**config.mk**
```make
export PLATFORM = sky130hd
export DESIGN_NAME = settle_timer
export DESIGN_NICKNAME = d
export VERILOG_FILES = /design/src/rtl/settle_timer.sv
export SDC_FILE = /design/constraint.sdc
export NUM_CORES = 1
export LEC_CHECK = 0
export ABC_AREA = 1
export CAP_MARGIN = 15
export CORE_AREA = 2 2 39 41
export DETAILED_ROUTE_END_ITERATION = 8
export DIE_AREA = 0 0 41 43
export PLACE_DENSITY_LB_ADDON = 0.3
export SLEW_MARGIN = 20
export SYNTH_ARGS = -nofsm -noshare
export SYNTH_HDL_FRONTEND = slang
export SYNTH_SLANG_ARGS = --single-unit
```
**constraint.sdc**
```tcl
create_clock -name clk_i -period 1.3 [get_ports clk_i]
set_clock_uncertainty 0.15 [all_clocks]
set_input_delay 0.26 -clock clk_i [delete_from_list [all_inputs] [get_ports clk_i]]
set_output_delay 0.26 -clock clk_i [all_outputs]
set_load 0.01 [all_outputs]
```
**src/rtl/settle_timer.sv**
```systemverilog
// Loadable down-counter that times how long a DUT input vector is held before sampling.
// Ports:
//   clk_i       clock, rising edge
//   reset_i     synchronous active-high reset (clears the count)
//   load_i      load load_val_i into the counter (wins over dec_i)
//   load_val_i  value to load
//   dec_i       decrement by one; a count already at zero stays at zero
//   zero_o      count is zero
module settle_timer #(
  parameter int unsigned Width = 3
) (
  input  logic             clk_i,
  input  logic             reset_i,
  input  logic             load_i,
  input  logic [Width-1:0] load_val_i,
  input  logic             dec_i,
  output logic             zero_o
);

  logic [Width-1:0] count_q, count_d;

  always_comb begin
    count_d = count_q;
    if (load_i) begin
      count_d = load_val_i;
    end else if (dec_i && (count_q != '0)) begin
      count_d = count_q - Width'(1);
    end
  end

  always_ff @(posedge clk_i) begin
    if (reset_i) begin
      count_q <= '0;
    end else begin
      count_q <= count_d;
    end
  end

  assign zero_o = (count_q == '0);

endmodule

```
==> results.toml, run 1 <==
[outcome]
outcome = "complete, but fails checks"
violations = "negative setup slack"

[sta]
worst_pin_slew_ns = 0.222
setup_slack_ns = -0.123
finalMaxSlewViolations = 0
setup_viol = 4
rsz0062_at_grt = "yes"
fin_crit_sh_pct = 109
max_freq_mhz = 703
relSlewSlack_pct = 85.1
fin_crit_ns = 1.42
hold_violations = 0
final.setup.tns_ns = -0.369

[route]
wire_per_inst_um = 6.71
vias = 231
first_pass_iters = 4
met3_length_um = 18
ant_nets = 0
wl_met1_um = 186
viasPerCell = 3.55
drc = 0
top_layer = "met4"
drt_wl_total_um = 436
drt_iter0_drc = 3
dr_wl_met2_um = 216

[synthesis]
ys_warn_count = 0
synth.top_cell.area_share_pct = 29.8
yosys_register_bits = 3
synthTopCellsByCount = "11 x nand2_1, 7 x inv_1, 5 x nor2_1"
synth_edf_count = 0
syn_inst = 34
synth_area_leaders = "dfxtp_1 30%, nand2_1 20%, inv_1 13%"
synth_most_common_cell = "nand2_1"
synth_cell_types = 9
syn_nets = 43
syn_avg_cell_area_um2 = 5.92
ys_async_sr_fraction_pct = 0
synth-main-ff-cell = "dfxtp_1"
synth_area_leader_cell = "dfxtp_1"
yosysSeqAreaShare_pct = 29.8
syn_area_um2 = 201

[flow_run]
maxCapViolCount = 0

[min_path]
min_path_type = "reg -> reg"

[layout]
largest_reg_flops = 3
top_regs = "count_q: 3 flops"
fin_nets = 59
drive_above_1_share_pct = 46.9
area_growth_pct = 95.0
fin_util_pct = 28.4
num_antenna_cells = 0
stdcell_count = 65
top_register = "count_q"
fillCellCount = 159

[cts]
clockBufferDepth = 2
post_cts_buffers = 0
htree_levels = 1
cts_tree = "yes"
cts_sinks = 3
cts_buffers = 3
postCtsHoldBufs = 0
clock_latency_ns = 0.23
path_clk_slew_ns = 0.04
root_buffer = "clkbuf_4"

[placed_design]
portBuffers = 7
place_congestion = 0.745
dp_slack_ns = -0.305
dp_hpwl_um = 372
dp.cells = 61

[power]
power_mw = 0.436
irDropWorstVdd_mv = 0.237
p_leak_nw = 0.187
seqPwrFrac_pct = 25.1
switchingPower_mw = 0.122
switching_share_pct = 28.1
power_density_nw_per_um2 = 1110
combPwrFrac_pct = 37.6
power_frac_clock_pct = 37.3
p_int_mw = 0.313

[global_routing]
antenna_found_initial = 0
grt_max_degree = 7
grt_pass1_vias = 220
grt_util_all_layers_pct = 7.62
grt_first_pass_wirelength_um = 821
overflow = 0

[setup_path]
crit_fanout = 2
cp.arrival_ns = 1.01
worst_setup_path_end_kind = "output port"
crit_path_start_kind = "flop"
path_class = "reg -> out"
cp.required_ns = 0.89

[die]
ios = 8
die_h_um = 43
die_area_um2 = 1760
initial_utilization_pct = 14.6
core_um2 = 1380
rows = 14
dieWidth_um = 41
[layout make-up]
type	count	area, um^2	share of cell area (%)
sequential	3	62.6	15.9
timing repair buffer	11	105	26.8
clock buffer	4	26.3	6.69
tap	16	20.0	5.10
multi-input combinational	23	149	37.9
inverter	8	30.0	7.64
[critical path, stage by stage (launching register included)]
cell	delay (ns)
dfxtp_2	0.32
inv_2	0.04
ha_4	0.15
ha_4	0.15
buf_6	0.11
[timing repair]
action,in CTS,in global routing
resized for setup,9,5
endpoints found under the setup margin,4,4
pin swaps,7,4
endpoints found under the hold margin,0,0
[metal layers]
| metal | track usage (%) | up-vias |
|---|---|---|
| li1 | - | 132 |
| met1 | 8.65 | 89 |
| met2 | 8.75 | 8 |
| met3 | 3.14 | 2 |
| met4 | 10.0 | 0 |
| met5 | 0 | - |
[stage by stage]
stage | cell area, um^2 | hold WS, ns
floorplan | 223 | 0.283
global placement | 343 | 0.418
detailed placement | 343 | 0.418
CTS | 380 | 0.441
global route | 393 | 0.475
finish | 393 | 0.444
[cells by family after synthesis]
| kind of cell | share of synthesized area, % |
|---|---|
| fa+ha+maj | 12.4 |
| simple gates | 37.9 |
| compound gates | 4.97 |
| buf+inv | 14.9 |
| flops | 29.8 |
[placed cells by master (no fill, tap or decap)]
cell type	n
clkbuf_1	1
clkdlybuf4s50_1	6
buf_4	3
clkbuf_4	3
dfxtp_1	1
nor2_1	4
nor2_2	2
inv_1	3
buf_6	2
inv_2	5
ha_4	2
nand3_1	2
o21ai_0	2
nand2_2	4
nand2_1	7
dfxtp_2	2
[final timing paths]
kind / from / endpoint / slack (ns) / cells after the start
hold reg to reg: count_q[0] / count_q[0] / 0.44 / 3
hold / removal: count_q[0] / count_q[0] / 0.44 / 3
setup reg to reg: count_q[0] / count_q[2] / -0.09 / 10
setup / recovery: count_q[0] / zero_o / -0.12 / 4
[power groups by stage]
stage,Combinational (mW),Sequential [mW],Clock [mW]
2_1_floorplan,0.0782,0.109,0
3_3_place_gp,0.144,0.109,0
3_5_place_dp,0.144,0.109,0
4_1_cts,0.156,0.109,0.169
5_1_grt,0.187,0.111,0.180
6_report,0.164,0.110,0.162
Note: power is estimated with default switching activity, not from simulation.
==> inputs of run 2 (changes only) <==
clock period = 1.4 ns   (was 1.3 ns; I/O delays follow)
==> run 2 against run 1 <==
  * Hold slack better by 0.0063 ns
  * Cell area increased by 0.32%
  * Sequential power down 7%
  * The flow still finishes with violations (negative setup slack)
  * Cell count rose by 1.5%
  * Non-clock buffer count is 1 higher
  * Routed wire length increased by 11%
  * Register-to-register slack improved by 0.16 ns
  * First-iteration DRC count grew 33%
==> results.toml, run 2 (synthesis results as in run 1) <==
[global_routing]
grt_util_all_layers_pct = 7.32
grt_max_degree = 7
antenna_found_initial = 0
grt_pass1_vias = 217
overflow = 0
grt_first_pass_wirelength_um = 814

[die]
dieWidth_um = 41
initial_utilization_pct = 14.6
core_um2 = 1380
die_h_um = 43
die_area_um2 = 1760
rows = 14
ios = 8

[sta]
setup_viol = 1
rsz0062_at_grt = "yes"
relSlewSlack_pct = 85.6
setup_slack_ns = -0.0358
finalMaxSlewViolations = 0
hold_violations = 0
max_freq_mhz = 696
worst_pin_slew_ns = 0.215
fin_crit_sh_pct = 103
fin_crit_ns = 1.44

[layout]
fillCellCount = 165
final_common_cell = "nand2_1"
drive_above_1_share_pct = 44.0
multi_input_area_um2 = 146
largest_reg_flops = 3
regArea_um2 = 62.6
final_cell_mix = "9 x nand2_1, 6 x clkdlybuf4s50_1, 5 x buf_4, 4 x inv_2, 4 x inv_1"
top_regs = "count_q: 3 flops"
num_antenna_cells = 0
top_register = "count_q"
fin_util_pct = 28.5
fin_nets = 60
area_growth_pct = 95.7

[cts]
path_clk_slew_ns = 0.04
root_buffer = "clkbuf_4"
clock_latency_ns = 0.23
cts_buffers = 3
cts_tree = "yes"
htree_levels = 1
clockBufferDepth = 2
cts_sinks = 3
postCtsHoldBufs = 0

[route]
wire_per_inst_um = 7.30
drc = 0
ant_nets = 0
first_pass_iters = 4
drt_wl_total_um = 482
drt_iter0_drc = 4
viasPerCell = 3.56
vias = 235

[power]
irDropWorstVdd_mv = 0.232
power_density_nw_per_um2 = 1010
p_leak_nw = 0.191

[setup_path]
worst_setup_path_end_kind = "output port"
path_class = "reg -> out"
crit_path_start_kind = "flop"
reg2reg_depth = 9
cp.arrival_ns = 1.01
cp.required_ns = 0.97
crit_fanout = 2

[placed_design]
dp_hpwl_um = 371
place_congestion = 0.716
dp_slack_ns = -0.231
portBuffers = 7

[outcome]
outcome = "complete, but fails checks"
violations = "negative setup slack"

[min_path]
min_path_type = "reg -> reg"
min_path_cells = 3

[flow_run]
maxCapViolCount = 0
run 2: cell count changes in the layout (fill, tap and decap cells not counted):
cell / delta
buf_4: +2
nand2_1: +2
nand2_2: -2
buf_6: -1
inv_1: +1
inv_2: -1
nor2_1: -1
nor2_2: +1
run 2: through the flow:
| stage | area (um^2) | std cells | hold slack, ns | setup TNS [ns] | total power, mW |
|---|---|---|---|---|---|
| after floorplan | 201 | 34 | 0.303 | 0 | 0.156 |
| after global placement | 314 | 60 | 0.421 | -0.514 | 0.209 |
| after detailed placement | 314 | 60 | 0.441 | -0.609 | 0.211 |
| after CTS | 369 | 64 | 0.451 | -0.0498 | 0.392 |
| after global routing | 394 | 66 | 0.486 | -0.0970 | 0.443 |
| final | 394 | 66 | 0.450 | -0.0358 | 0.400 |
run 2: timing repair:
action	CTS	global route
buffers inserted	0	2
resized for setup	13	5
gates cloned	0	0
setup endpoints to repair	4	4
pin swaps	2	4
run 2: worst max-delay path: stages, from the launching register on:
cell and delay (ns):
dfxtp_2 0.32, inv_2 0.04, ha_4 0.15, ha_4 0.15, buf_6 0.11
run 2: final timing paths:
| path | start | to | slack, ns |
|---|---|---|---|
| max | count_q[0] | zero_o | -0.04 |
| min | count_q[0] | count_q[0] | 0.45 |
| max reg2reg | count_q[0] | count_q[2] | 0.07 |
| min reg2reg | count_q[0] | count_q[0] | 0.45 |
run 2: area by class of cell:
type | instances | share of cell area (%)
timing repair buffer | 12 | 27.6
multi-input combinational | 23 | 37.1
inverter | 8 | 7.62
tap | 16 | 5.08
clock buffer | 4 | 6.67
sequential | 3 | 15.9
run 2: power breakdown:
group	total, mW	internal, mW	switching [mW]
sequential	0.102	0.0976	0.00394
clock	0.151	0.107	0.0440
combinational	0.148	0.0822	0.0654
total	0.400	0.287	0.113
run 2: routing by layer:
| metal | track usage (%) | routed length, um |
|---|---|---|
| met2 | 9.38 | 244 |
| met3 | 1.57 | 10 |
| met4 | 8.00 | 0 |
| met5 | 0 | 0 |
| met1 | 8.97 | 227 |
